**config.mk**
```make
export PLATFORM = sky130hd
export DESIGN_NAME = jtag_tap_dbus_responder
export DESIGN_NICKNAME = d
export VERILOG_FILES = /design/src/rtl/jtag_tap_pkg.sv /design/src/rtl/jtag_tap_dbus_responder_fsm.sv /design/src/rtl/jtag_tap_dbus_responder.sv
export SDC_FILE = /design/constraint.sdc
export NUM_CORES = 1
export LEC_CHECK = 0
export BUFFER_PORTS_ARGS = -buffer_cell sky130_fd_sc_hd__clkbuf_2
export CAP_MARGIN = 20
export CORE_UTILIZATION = 45
export CTS_CLUSTER_DIAMETER = 30
export DETAILED_ROUTE_END_ITERATION = 8
export HOLD_SLACK_MARGIN = 0.02
export PLACE_DENSITY = 0.67
export SYNTH_ARGS = -nofsm -noshare
export SYNTH_HDL_FRONTEND = slang
export SYNTH_HIERARCHICAL = 1
export SYNTH_SLANG_ARGS = --single-unit
```
**constraint.sdc**
```tcl
create_clock -name jtg_tclk -period 5.05 [get_ports jtg_tclk]
set_input_delay 0.2525 -clock jtg_tclk [delete_from_list [all_inputs] [get_ports jtg_tclk]]
set_output_delay 0.2525 -clock jtg_tclk [all_outputs]
set_load 0.1 [all_outputs]
```
**src/rtl/jtag_tap_pkg.sv**
```systemverilog
// Shared encodings for the JTAG TAP debug-bus responder: TAP states, IR opcodes,
// DBUS op/status codes and the IR-to-data-register decode.
package jtag_tap_pkg;

  localparam int unsigned IR_W = 4;

  typedef enum logic [3:0] {
    TLR        = 4'h0,
    RUN_IDLE   = 4'h1,
    SELECT_DR  = 4'h2,
    CAPTURE_DR = 4'h3,
    SHIFT_DR   = 4'h4,
    EXIT1_DR   = 4'h5,
    PAUSE_DR   = 4'h6,
    EXIT2_DR   = 4'h7,
    UPDATE_DR  = 4'h8,
    SELECT_IR  = 4'h9,
    CAPTURE_IR = 4'hA,
    SHIFT_IR   = 4'hB,
    EXIT1_IR   = 4'hC,
    PAUSE_IR   = 4'hD,
    EXIT2_IR   = 4'hE,
    UPDATE_IR  = 4'hF
  } tap_state_e;

  localparam logic [IR_W-1:0] IR_IDCODE  = 4'h1;
  localparam logic [IR_W-1:0] IR_DBUS    = 4'h2;
  localparam logic [IR_W-1:0] IR_BYPASS  = 4'hF;
  localparam logic [IR_W-1:0] IR_CAPTURE = 4'b0101;

  localparam logic [1:0] OP_NOP   = 2'b00;
  localparam logic [1:0] OP_READ  = 2'b01;
  localparam logic [1:0] OP_WRITE = 2'b10;

  localparam logic [1:0] ST_IDLE = 2'b00;
  localparam logic [1:0] ST_BUSY = 2'b11;

  typedef enum logic [1:0] {
    DR_BYPASS = 2'd0,
    DR_IDCODE = 2'd1,
    DR_DBUS   = 2'd2
  } dr_sel_e;

  // Unknown opcodes fall back to BYPASS.
  function automatic dr_sel_e decode_ir(input logic [IR_W-1:0] code);
    case (code)
      IR_IDCODE: return DR_IDCODE;
      IR_DBUS:   return DR_DBUS;
      default:   return DR_BYPASS;
    endcase
  endfunction

endpackage

```
**src/rtl/jtag_tap_dbus_responder_fsm.sv**
```systemverilog
// IEEE 1149.1 16-state TAP controller with one-hot state strobes.
module jtag_tap_fsm
  import jtag_tap_pkg::*;
(
  input  logic       clk,
  input  logic       rst,
  input  logic       tms,
  output logic [3:0] tap_state,
  output logic       capture_ir,
  output logic       shift_ir,
  output logic       update_ir,
  output logic       capture_dr,
  output logic       shift_dr,
  output logic       update_dr,
  output logic       in_tlr
);

  tap_state_e state;

  always_ff @(posedge clk or posedge rst) begin
    if (rst) begin
      state <= TLR;
    end else begin
      case (state)
        TLR:        state <= tms ? TLR       : RUN_IDLE;
        RUN_IDLE:   state <= tms ? SELECT_DR : RUN_IDLE;
        SELECT_DR:  state <= tms ? SELECT_IR : CAPTURE_DR;
        CAPTURE_DR: state <= tms ? EXIT1_DR  : SHIFT_DR;
        SHIFT_DR:   state <= tms ? EXIT1_DR  : SHIFT_DR;
        EXIT1_DR:   state <= tms ? UPDATE_DR : PAUSE_DR;
        PAUSE_DR:   state <= tms ? EXIT2_DR  : PAUSE_DR;
        EXIT2_DR:   state <= tms ? UPDATE_DR : SHIFT_DR;
        UPDATE_DR:  state <= tms ? SELECT_DR : RUN_IDLE;
        SELECT_IR:  state <= tms ? TLR       : CAPTURE_IR;
        CAPTURE_IR: state <= tms ? EXIT1_IR  : SHIFT_IR;
        SHIFT_IR:   state <= tms ? EXIT1_IR  : SHIFT_IR;
        EXIT1_IR:   state <= tms ? UPDATE_IR : PAUSE_IR;
        PAUSE_IR:   state <= tms ? EXIT2_IR  : PAUSE_IR;
        EXIT2_IR:   state <= tms ? UPDATE_IR : SHIFT_IR;
        UPDATE_IR:  state <= tms ? SELECT_DR : RUN_IDLE;
        default:    state <= TLR;
      endcase
    end
  end

  // Strobes are pure decodes of the state flop.
  assign tap_state  = state;
  assign capture_ir = (state == CAPTURE_IR);
  assign shift_ir   = (state == SHIFT_IR);
  assign update_ir  = (state == UPDATE_IR);
  assign capture_dr = (state == CAPTURE_DR);
  assign shift_dr   = (state == SHIFT_DR);
  assign update_dr  = (state == UPDATE_DR);
  assign in_tlr     = (state == TLR);

endmodule

```
**src/rtl/jtag_tap_dbus_responder.sv**
```systemverilog
// JTAG TAP with IDCODE, BYPASS and a DBUS register that turns scan words into
// single read/write requests on a req/ack debug bus.
module jtag_tap_dbus_responder
  import jtag_tap_pkg::*;
#(
  parameter logic [31:0] IDCODE_VAL = 32'h1000_0B6D,
  parameter int unsigned ADDR_W     = 8
) (
  input  logic              jtg_tclk,
  input  logic              jtg_trst,
  input  logic              jtg_tms,
  input  logic              jtg_tdi,
  output logic              jtg_tdo,
  output logic              jtg_tdo_en,
  output logic              dbus_req,
  output logic              dbus_wr,
  output logic [ADDR_W-1:0] dbus_addr,
  output logic [31:0]       dbus_wdata,
  input  logic [31:0]       dbus_rdata,
  input  logic              dbus_ack,
  output logic [3:0]        tap_state
);

  localparam int unsigned DBUS_W = ADDR_W + 34;

  logic capture_ir, shift_ir, update_ir;
  logic capture_dr, shift_dr, update_dr, in_tlr;

  jtag_tap_fsm u_fsm (
    .clk        (jtg_tclk),
    .rst        (jtg_trst),
    .tms        (jtg_tms),
    .tap_state  (tap_state),
    .capture_ir (capture_ir),
    .shift_ir   (shift_ir),
    .update_ir  (update_ir),
    .capture_dr (capture_dr),
    .shift_dr   (shift_dr),
    .update_dr  (update_dr),
    .in_tlr     (in_tlr)
  );

  logic [IR_W-1:0]   ir, ir_sr;
  dr_sel_e           dr_sel;
  logic [31:0]       idcode_sr;
  logic              bypass_sr;
  logic [DBUS_W-1:0] dbus_sr;
  logic [ADDR_W-1:0] last_addr;
  logic [31:0]       last_rdata;
  logic              sticky_busy;
  logic [1:0]        status;
  logic [1:0]        scan_op;
  logic [31:0]       scan_data;
  logic [ADDR_W-1:0] scan_addr;

  assign dr_sel    = decode_ir(ir);
  assign status    = (dbus_req || sticky_busy) ? ST_BUSY : ST_IDLE;
  assign scan_op   = dbus_sr[1:0];
  assign scan_data = dbus_sr[33:2];
  assign scan_addr = dbus_sr[DBUS_W-1:34];

  // Instruction register: capture/shift path plus committed IR.
  always_ff @(posedge jtg_tclk or posedge jtg_trst) begin
    if (jtg_trst) begin
      ir    <= IR_IDCODE;
      ir_sr <= '0;
    end else begin
      if (capture_ir)    ir_sr <= IR_CAPTURE;
      else if (shift_ir) ir_sr <= {jtg_tdi, ir_sr[IR_W-1:1]};
      if (in_tlr)         ir <= IR_IDCODE;
      else if (update_ir) ir <= ir_sr;
    end
  end

  // Data registers; only the selected one captures or shifts.
  always_ff @(posedge jtg_tclk or posedge jtg_trst) begin
    if (jtg_trst) begin
      idcode_sr <= '0;
      bypass_sr <= 1'b0;
      dbus_sr   <= '0;
    end else if (capture_dr) begin
      case (dr_sel)
        DR_IDCODE: idcode_sr <= IDCODE_VAL;
        DR_DBUS:   dbus_sr   <= {last_addr, last_rdata, status};
        default:   bypass_sr <= 1'b0;
      endcase
    end else if (shift_dr) begin
      case (dr_sel)
        DR_IDCODE: idcode_sr <= {jtg_tdi, idcode_sr[31:1]};
        DR_DBUS:   dbus_sr   <= {jtg_tdi, dbus_sr[DBUS_W-1:1]};
        default:   bypass_sr <= jtg_tdi;
      endcase
    end
  end

  always_comb begin
    jtg_tdo = 1'b0;
    if (shift_ir) begin
      jtg_tdo = ir_sr[0];
    end else if (shift_dr) begin
      case (dr_sel)
        DR_IDCODE: jtg_tdo = idcode_sr[0];
        DR_DBUS:   jtg_tdo = dbus_sr[0];
        default:   jtg_tdo = bypass_sr;
      endcase
    end
  end

  assign jtg_tdo_en = shift_ir | shift_dr;

  // Debug-bus handshake; an ack completes before a same-edge update is judged busy.
  always_ff @(posedge jtg_tclk or posedge jtg_trst) begin
    if (jtg_trst) begin
      dbus_req    <= 1'b0;
      dbus_wr     <= 1'b0;
      dbus_addr   <= '0;
      dbus_wdata  <= '0;
      last_addr   <= '0;
      last_rdata  <= '0;
      sticky_busy <= 1'b0;
    end else begin
      if (dbus_req && dbus_ack) begin
        dbus_req <= 1'b0;
        if (!dbus_wr) last_rdata <= dbus_rdata;
      end
      if (update_dr && (dr_sel == DR_DBUS)) begin
        if (dbus_req) begin
          sticky_busy <= 1'b1;
        end else if (scan_op == OP_NOP) begin
          sticky_busy <= 1'b0;
        end else if (((scan_op == OP_READ) || (scan_op == OP_WRITE)) && !sticky_busy) begin
          dbus_req   <= 1'b1;
          dbus_wr    <= (scan_op == OP_WRITE);
          dbus_addr  <= scan_addr;
          dbus_wdata <= scan_data;
          last_addr  <= scan_addr;
        end
      end
    end
  end

endmodule

```
==> reports/qor.yml, run 1 <==
run_status:
  outcome: "finished clean"
detailed_routing:
  drcViolationCount: 0
  drtIter0Drc: 232
  vias: 4426
  vias_per_cell: 5.06
  routedWlPerCell_um: 15.0
  drt-pass1-iter-count: 4
  antenna_left: 0
  wl_um: 13100
logic_synthesis:
  syn_avg_cell_area_um2: 12.2
  netlist_area_um2: 7040
  synth_top_area_cell: "dfrtp_1"
  syn-num-nets: 618
  yosys_register_bits: 162
  synthDistinctLibCells: 47
  synth_common_cells: "dfrtp_1 (161), nand2_1 (76), o21ai_0 (76)"
  yosysMostFrequentCell: "dfrtp_1"
  synthArstFlopShare: 1.00
  yosys.area.top_type_share: 0.572
  yosysWarnings: 6
  synth_edf_count: 0
  synthCells: 577
  seq_area_frac_synth: 0.576
  synth-main-ff-cell: "dfrtp_1"
  ys_top_cells_by_area: "dfrtp_1 (57%), mux2_4 (8.3%), mux2i_1 (6.3%), mux2_2 (5.4%), o21ai_0 (5.4%)"
setup_path:
  cp_max_fo: 5
  critPathArrivalTime_ns: 2.59
  critPathLaunchType: "flop"
  endpoint_kind: "output port"
  critPathKind: "flop to output port"
  critPathRequiredTime_ns: 4.80
  reg2reg_depth: 7
timing:
  finalCritPeriodShare: 0.562
  setup_tns_ns: 0
  finalSetupViolations: 0
  fin_hold_ws_ns: 0.0513
  slew_headroom: 0.289
  clock_skew_ns: 0.0106
  max_freq_mhz: 352
  worst_pin_slew_ns: 1.07
  rsz0062_at_grt: "no"
  finalHoldViolations: 0
  period_minus_slack_ns: 2.84
  setup_slack_ns: 2.21
  slew_viol_final: 0
die:
  placementRows: 45
  core_area_um2: 15300
  die_y_um: 127
  die_area_um2: 16200
  ios: 85
  start_util: 0.462
  die-width_um: 127
clock_network:
  tritoncts: "done"
  clkLatencyLatePin_ns: 0.43
  clockBufferDepth: 2
  cts.sinks: 162
  post_cts_resized: 0
  cts-htree-levels: 4
  numCtsBuffers: 17
  clk_pin_slew_ns: 0.07
  cts_root_buf: "clkbuf_16"
  cts_setup_buffers: 0
layout:
  final_core_util: 0.537
  seqCellArea_um2: 4060
  final_cell_area_um2: 8190
  diodes: 0
  n_fill_cell: 1323
  syn2layout_area_growth_pct: 16.3
  fin_nets: 691
  final_cells: 874
  drive_gt1_frac: 0.317
  multi_input_area_um2: 2760
placed_design:
  port_buffers: 84
  place_ws_ns: 2.25
  dp.cells: 840
  dp_hpwl_um: 8360
  gp_congestion: 0.734
  place_area_um2: 7590
global_routing:
  antenna_found_initial: 0
  grt_pass1_vias: 4528
  grt.total_usage: 0.179
  grt_start_max_net_pins: 106
  grt_overflow: 0
  grt_pass1_wl_um: 22600
power_and_ir_drop:
  power_mw: 3.67
  power_density_nw_per_um2: 448
  peakVddDrop_mv: 0.273
  p_leak_nw: 3.87
min_path:
  whs_path_depth: 2
  min_path_type: "input port to flop"
job:
  maxCapViolations: 0
[power breakdown]
group	leakage [nW]	internal, mW	switching [mW]
logic	1.42	0.286	0.531
clock network	0.280	0.733	0.540
registers	2.17	1.45	0.137
total	3.87	2.47	1.21
[routing by layer]
layer  share of wire  vias to the layer above  global-route usage  wire (um)
li1                -                     2125                   -          -
met1            0.46                     2221               0.231       6090
met2            0.49                       67               0.293       6440
met3           0.032                       13              0.0465        415
met4           0.013                        0              0.0616        173
met5               0                        -                   0          0
[cell type report]
| class | count | share of cell area |
|---|---|---|
| clock inverter | 15 | 0.0194 |
| multi-input combinational | 367 | 0.337 |
| inverter | 10 | 0.00519 |
| tap | 211 | 0.0322 |
| sequential | 162 | 0.495 |
| timing repair buffer | 92 | 0.0593 |
| clock buffer | 17 | 0.0519 |
[critical path, stage by stage, from the launching register on]
cell and delay (ns):
dfstp_2 0.53, nor4b_1 0.36, inv_1 0.09, ha_1 0.30, a221oi_1 0.35, o31ai_1 0.13, clkbuf_2 0.40
[registers in the layout, indices dropped and copies added, names as in the netlist]
register / flops
sticky_busy: 1
dbus_wr: 1
last_addr: 8
bypass_sr: 1
dbus_sr: 42
ir: 4
dbus_req: 1
dbus_wdata: 32
idcode_sr: 32
last_rdata: 32
ir_sr: 4
u_fsm/tap_state: 4
[path summary, 6_finish.rpt]
kind,start,to,slack [ns]
max in group asynchronous,jtg_trst,dbus_sr[22]$_DFFE_PP0P_,3.24
hold / removal,dbus_rdata[11],last_rdata[11]$_DFFE_PP0P_,0.05
hold reg to reg,idcode_sr[7]$_DFFE_PP0P_,idcode_sr[7]$_DFFE_PP0P_,0.48
min in group asynchronous,jtg_trst,u_fsm/tap_state[2]$_DFF_PP0_,0.29
setup reg to reg,u_fsm/tap_state[0]$_DFF_PP0_,dbus_sr[15]$_DFFE_PP0P_,2.24
setup / recovery,ir[0]$_DFFE_PP1P_,jtg_tdo,2.21
[logic make-up after synthesis]
family | synth area share
AOI/OAI and AO/OA | 0.0810
xor gates and xnor gates | 0.00124
adders and majority gates | 0.00711
buffers and inverters | 0.0361
DFF | 0.576
muxes | 0.200
and+or+nand+nor | 0.0988
[cell usage in the layout (no fill, tap or decap), types with 2 or more instances in the layout]
master and count:
inv_6 5, nand2b_1 24, nor2_1 20, nand3b_1 4, bufinv_16 2, nand2_1 76, mux2_4 39, clkinv_2 3
clkinvlp_4 3, ha_1 4, mux2_2 34, clkinv_4 3, mux2i_1 44, inv_1 8, a211o_1 4, a21oi_1 3
nor2b_1 5, nor3_1 3, nand3_1 2, buf_4 6, nor3_2 2, clkbuf_16 17, clkbuf_2 84, o31ai_1 4
o21ai_0 75, dfrtp_1 161, dlygate4sd3_1 2, nor3b_1 2, o21ai_4 2
[what timing repair did]
item | 4_1_cts | 5_1_grt
setup endpoints to repair | 0 | 0
hold endpoints to repair | 5 | 0
hold buffers | 2 | 0
Power figures use the tool's default switching activity.
==> inputs of run 2 (changes only) <==
Settings changed: PLACE_DENSITY 0.67 to 0.7.
Clock period 5.05 ns to 2.4 ns, I/O delays scaled along.
==> run 2 against run 1 <==
Effect of this change: final cell count rose by 4.3%; worst setup slack got worse by 2.1 ns; power rose by 120%; flip-flop and latch count did not move; critical endpoint unchanged; largest power group unchanged.
==> reports/qor.yml, run 2 (same netlist as run 1, synthesis figures left out) <==
layout:
  diodes: 0
  fin_nets: 729
  layout_common_cells: "dfrtp_1 (158), clkbuf_2 (82), nand2_1 (76)"
  largest_reg_flops: 42
  syn2layout_area_growth_pct: 24.6
  top_register: "dbus_sr"
  drive_gt1_frac: 0.318
  final_cell_area_um2: 8770
  multi_input_area_um2: 2790
  final_core_util: 0.575
  seqCellArea_um2: 4060
  n_fill_cell: 1234
  layout_commonest_cell: "dfrtp_1"
clock_network:
  cts.sinks: 162
  numCtsBuffers: 17
  clockBufferDepth: 2
  cts_setup_buffers: 0
  cts_root_buf: "clkbuf_16"
  clkLatencyLatePin_ns: 0.42
  cts-htree-levels: 4
  clk_pin_slew_ns: 0.06
  tritoncts: "done"
global_routing:
  antenna_found_initial: 0
  grt_start_max_net_pins: 85
  grt_overflow: 0
  grt.total_usage: 0.189
  grt_pass1_vias: 4726
  grt_pass1_wl_um: 23700
timing:
  finalCritPeriodShare: 0.967
  setup_tns_ns: 0
  finalSetupViolations: 0
  slew_headroom: 0.492
  finalHoldViolations: 0
  max_freq_mhz: 431
  worst_pin_slew_ns: 0.761
  period_minus_slack_ns: 2.32
  slew_viol_final: 0
  clock_skew_ns: 0.00701
  rsz0062_at_grt: "no"
setup_path:
  critPathLaunchType: "flop"
  reg2reg_depth: 5
  reg2reg_slack_ns: 0.29
  critPathArrivalTime_ns: 2.20
  worstReg2RegEnd: "dbus_wdata[20]$_DFFE_PP0P_"
  critPathKind: "flop to output port"
  critPathRequiredTime_ns: 2.28
  r2r_start: "u_fsm/tap_state[3]$_DFF_PP0_"
  cp_max_fo: 5
  endpoint_kind: "output port"
power_and_ir_drop:
  switching_power_mw: 2.57
  swShare: 0.312
  power_density_nw_per_um2: 938
  power_frac_clock: 0.360
  power_mw: 8.23
  combPwrFrac: 0.233
  share_seq_of_total_power: 0.408
  peakVddDrop_mv: 0.511
  intPower_mw: 5.66
  p_leak_nw: 4.12
die:
  core_area_um2: 15300
  start_util: 0.462
  ios: 85
  placementRows: 45
  die_area_um2: 16200
  die-width_um: 127
  die_y_um: 127
min_path:
  hp-start: "jtg_tdi"
  min_to: "idcode_sr[31]$_DFFE_PP0P_"
  min_path_type: "input port to flop"
  whs_path_depth: 3
job:
  maxCapViolations: 0
placed_design:
  gp_congestion: 0.777
  port_buffers: 84
  dp_hpwl_um: 8630
  place_area_um2: 7760
detailed_routing:
  vias: 4610
  antenna_left: 0
  drcViolationCount: 0
  drt-pass1-iter-count: 4
  drtIter0Drc: 243
  routedWlPerCell_um: 15.2
  vias_per_cell: 5.05
  wl_um: 13900
run_status:
  outcome: "finished clean"
==> run 2: power groups by stage <==
| stage | combinational, mW | clock [mW] | sequential, mW |
|---|---|---|---|
| floorplan | 1.32 | 0 | 3.48 |
| global route | 2.11 | 3.13 | 3.40 |
| CTS | 1.92 | 3.01 | 3.35 |
| global placement | 1.77 | 0 | 3.36 |
| detailed placement | 1.83 | 0 | 3.39 |
| finish | 1.92 | 2.96 | 3.35 |
==> run 2: worst max-delay path by stage <==
stage	start	endpoint	slack (ns)	cells after the start
finish	ir[0]$_DFFE_PP1P_	jtg_tdo	0.08	6
global route	ir[0]$_DFFE_PP1P_	jtg_tdo	0.002	6
CTS	ir[0]$_DFFE_PP1P_	jtg_tdo	0.04	6
detailed placement	ir[0]$_DFFE_PP1P_	jtg_tdo	0.22	6
global placement	ir[0]$_DFFE_PP1P_	jtg_tdo	0.24	6
floorplan	u_fsm/tap_state[3]$_DFF_PP0_	jtg_tdo	0.02	4
==> run 2: per-layer routing <==
| layer | vias up | share of wire | global-route usage |
|---|---|---|---|
| li1 | 2210 | - | - |
| met1 | 2284 | 0.46 | 0.251 |
| met2 | 100 | 0.49 | 0.298 |
| met3 | 16 | 0.037 | 0.0570 |
| met4 | 0 | 0.013 | 0.0588 |
| met5 | - | 0 | 0 |
==> run 2: final cells by class <==
type,count,area share
Timing Repair Buffer,130,0.110
Tap cell,211,0.0301
Clock inverter,14,0.0241
Inverter,10,0.00471
Clock buffer,18,0.0500
Sequential cell,162,0.463
Multi-Input combinational cell,367,0.318
==> run 2: worst max-delay path, stage by stage (launching register included) <==
cell      delay [ns]
dfstp_2         0.56
nor4b_4         0.24
inv_1           0.08
ha_2            0.25
a221oi_2        0.34
o31ai_4         0.12
buf_12          0.18
==> run 2: stage by stage <==
stage | hold WS, ns | setup slack [ns] | cells
after detailed placement | 0.0457 | 0.215 | 846
final | 0.0552 | 0.0791 | 912
after CTS | 0.0417 | 0.0377 | 912
after floorplan | -0.114 | 0.0190 | 577
after global routing | 0.0729 | 0.00209 | 912
after global placement | 0.0399 | 0.242 | 846
==> run 2: repair_timing <==
item	CTS	global route
resized for setup	4	1
hold buffers	34	0
pin swaps	1	2
endpoints found under the hold margin	64	0
setup endpoints to repair	1	1
cloned	0	0
==> inputs of run 3 (changes only) <==
Settings changed: CORE_UTILIZATION 45 to 30, PLACE_DENSITY 0.7 to 0.51, SYNTH_HIERARCHICAL 1 to unset.
==> run 3 against run 2 <==
Effect of this change: routed wire length is 3.5% higher; maximum frequency increased by 3.4%; sequential share of layout area is 0.70 points lower; non-clock buffer count up 8; worst setup slack improved by 0.075 ns; clock-buffer cell count increased by 6; first-iteration DRC count fell by 26%; die area increased by 49%; utilization is 19 points lower; area after synthesis about the same.
==> reports/qor.yml, run 3 <==
logic_synthesis:
  synth_compound_area_frac: 0.0860
  synthMuxAreaShare: 0.194
  yosys_register_bits: 162
  synth_common_cells: "dfrtp_1 (161), nand2_1 (108), o21ai_0 (84)"
  syn-num-nets: 639
  netlist_area_um2: 7040
  seq_area_frac_synth: 0.576
  syn_avg_cell_area_um2: 11.8
  yosysWarnings: 0
  synthArstFlopShare: 1.00
  synthCells: 598
  synth_xor_area_frac: 0.00124
  synthDistinctLibCells: 49
  synth_top_area_cell: "dfrtp_1"
  synth-main-ff-cell: "dfrtp_1"
  yosysMostFrequentCell: "dfrtp_1"
  synth_top_family_by_area: "multiplexers"
  synth_edf_count: 0
  ys_top_cells_by_area: "dfrtp_1 (57%), mux2_4 (8.3%), o21ai_0 (6.0%), nand2_1 (5.8%), mux2_2 (5.6%)"
  synth-simple-area-share: 0.0986
  synthAdderAreaFrac: 0.00710
  yosys.area.top_type_share: 0.572
timing:
  slew_viol_final: 0
  slew_headroom: 0.526
  max_freq_mhz: 445
  finalCritPeriodShare: 0.936
  clock_skew_ns: 0.00905
  worst_pin_slew_ns: 0.711
  rsz0062_at_grt: "yes"
  finalHoldViolations: 0
  finalSetupViolations: 0
  period_minus_slack_ns: 2.25
clock_network:
  clkLatencyLatePin_ns: 0.43
  cts_root_buf: "clkbuf_16"
  cts-htree-levels: 4
  numCtsBuffers: 17
  tritoncts: "done"
  clockBufferDepth: 2
  cts.sinks: 162
  clk_pin_slew_ns: 0.06
detailed_routing:
  wl_um: 14400
  drcViolationCount: 0
  antenna_left: 0
  routedWlPerCell_um: 13.8
  vias_per_cell: 4.48
  vias: 4664
  drtIter0Drc: 179
  drt-pass1-iter-count: 4
layout:
  largest_reg_flops: 42
  drive_gt1_frac: 0.306
  top_register: "dbus_sr"
  n_fill_cell: 2252
  syn2layout_area_growth_pct: 26.4
  layout_commonest_cell: "dfrtp_1"
  final_core_util: 0.390
  diodes: 0
  fin_nets: 757
  layout_common_cells: "dfrtp_1 (161), nand2_1 (108), o21ai_0 (83), clkbuf_2 (83)"
setup_path:
  path_cells: "inv_2 > nor4_4 > inv_1 > ha_2 > a22oi_2 > nor2_2 > a21oi_2 > o22ai_4 > buf_12"
  cp_max_fo: 4
  slowest_stage: "dfstp_2"
  max_stage_delay_ns: 0.52
  endpoint_kind: "output port"
  critPathRequiredTime_ns: 2.28
  critPathLaunchType: "flop"
  critPathKind: "flop to output port"
  critPathArrivalTime_ns: 2.13
global_routing:
  grt_pass1_wl_um: 23800
  grt_overflow: 0
  grt_start_max_net_pins: 133
  grt_pass1_vias: 4669
  grt.total_usage: 0.125
  antenna_found_initial: 0
die:
  ios: 85
  die-width_um: 155
  start_util: 0.308
  core_area_um2: 22800
  die_area_um2: 24100
  die_y_um: 155
  placementRows: 55
job:
  maxCapViolations: 0
power_and_ir_drop:
  p_leak_nw: 4.46
  peakVddDrop_mv: 0.372
  power_density_nw_per_um2: 903
  power_mw: 8.04
min_path:
  min_path_type: "input port to flop"
placed_design:
  gp_congestion: 0.740
  dp_hpwl_um: 9460
  port_buffers: 84
run_status:
  outcome: "finished clean"
[run 3: timing repair]
item | in CTS | in global routing
gates resized for setup | 3 | 6
pin swaps | 1 | 5
cloned | 0 | 0
endpoints found under the setup margin | 1 | 1
setup buffers | 0 | 1
hold buffers | 35 | 0
endpoints found under the hold margin | 195 | 0
[run 3: cells by family (layout without fill, tap and decap cells)]
logic type,after synthesis,count (layout)
simple gates,157,157
xor+xnor,1,1
compound gates,112,112
buf+inv,49,180
mux,113,113
flops,162,162
fa+ha+maj,4,4
[run 3: routing by layer]
metal | GRT usage | wire [um] | vias to the layer above
met3 | 0.0240 | 356 | 20
met2 | 0.199 | 6770 | 69
met4 | 0.0523 | 269 | 0
met5 | 0 | 0 | -
li1 | - | - | 2288
met1 | 0.166 | 6960 | 2287
[run 3: path summary, 6_finish.rpt]
path / slack (ns) / end / start / cells after the start
setup / recovery: 0.15 / jtg_tdo / ir[0]$_DFFE_PP1P_ / 9
hold / removal: 0.09 / u_fsm.tap_state[0]$_DFF_PP0_ / jtg_tms / 2
setup reg to reg: 0.37 / dbus_wdata[5]$_DFFE_PP0P_ / ir[0]$_DFFE_PP1P_ / 8
hold reg to reg: 0.48 / idcode_sr[26]$_DFFE_PP0P_ / idcode_sr[26]$_DFFE_PP0P_ / 2
max in group asynchronous: 1.41 / last_rdata[3]$_DFFE_PP0P_ / jtg_trst / 4
min in group asynchronous: 0.38 / last_rdata[24]$_DFFE_PP0P_ / jtg_trst / 4
[run 3: critical path: cells and delay by family, from the launching register on]
family / cells / cell delay (ns)
adders and majority gates: 1 / 0.19
and+or+nand+nor: 2 / 0.28
AOI/OAI and AO/OA: 3 / 0.40
buffers and inverters: 3 / 0.29
DFF: 1 / 0.52
[run 3: cell type report]
cell class	count	area, um2	area share
flip-flops and latches	162	4060	0.456
repair buffers	138	1030	0.116
clock buffers	24	482	0.0541
clock inverters	8	103	0.0115
well taps	313	392	0.0440
inverters	10	41.3	0.00464
multi-input cells	387	2800	0.315
[run 3: report_power, final]
part | internal [mW] | total, mW | switching [mW]
clock | 1.62 | 2.69 | 1.07
combinational | 0.765 | 2.07 | 1.30
sequential | 3.04 | 3.28 | 0.242
[run 3: through the flow]
stage | instances | instance area, um2 | setup slack, ns | hold slack (ns) | setup TNS [ns]
4_1_cts | 1041 | 8870 | 0.0578 | 0.0613 | 0
5_1_grt | 1042 | 8900 | -0.00713 | 0.0882 | -0.00713
3_5_place_dp | 974 | 7920 | 0.0719 | 0.288 | 0
2_1_floorplan | 598 | 7060 | -0.450 | 0.216 | -0.450
3_3_place_gp | 974 | 7920 | 0.130 | 0.258 | 0
6_report | 1042 | 8900 | 0.154 | 0.0856 | 0
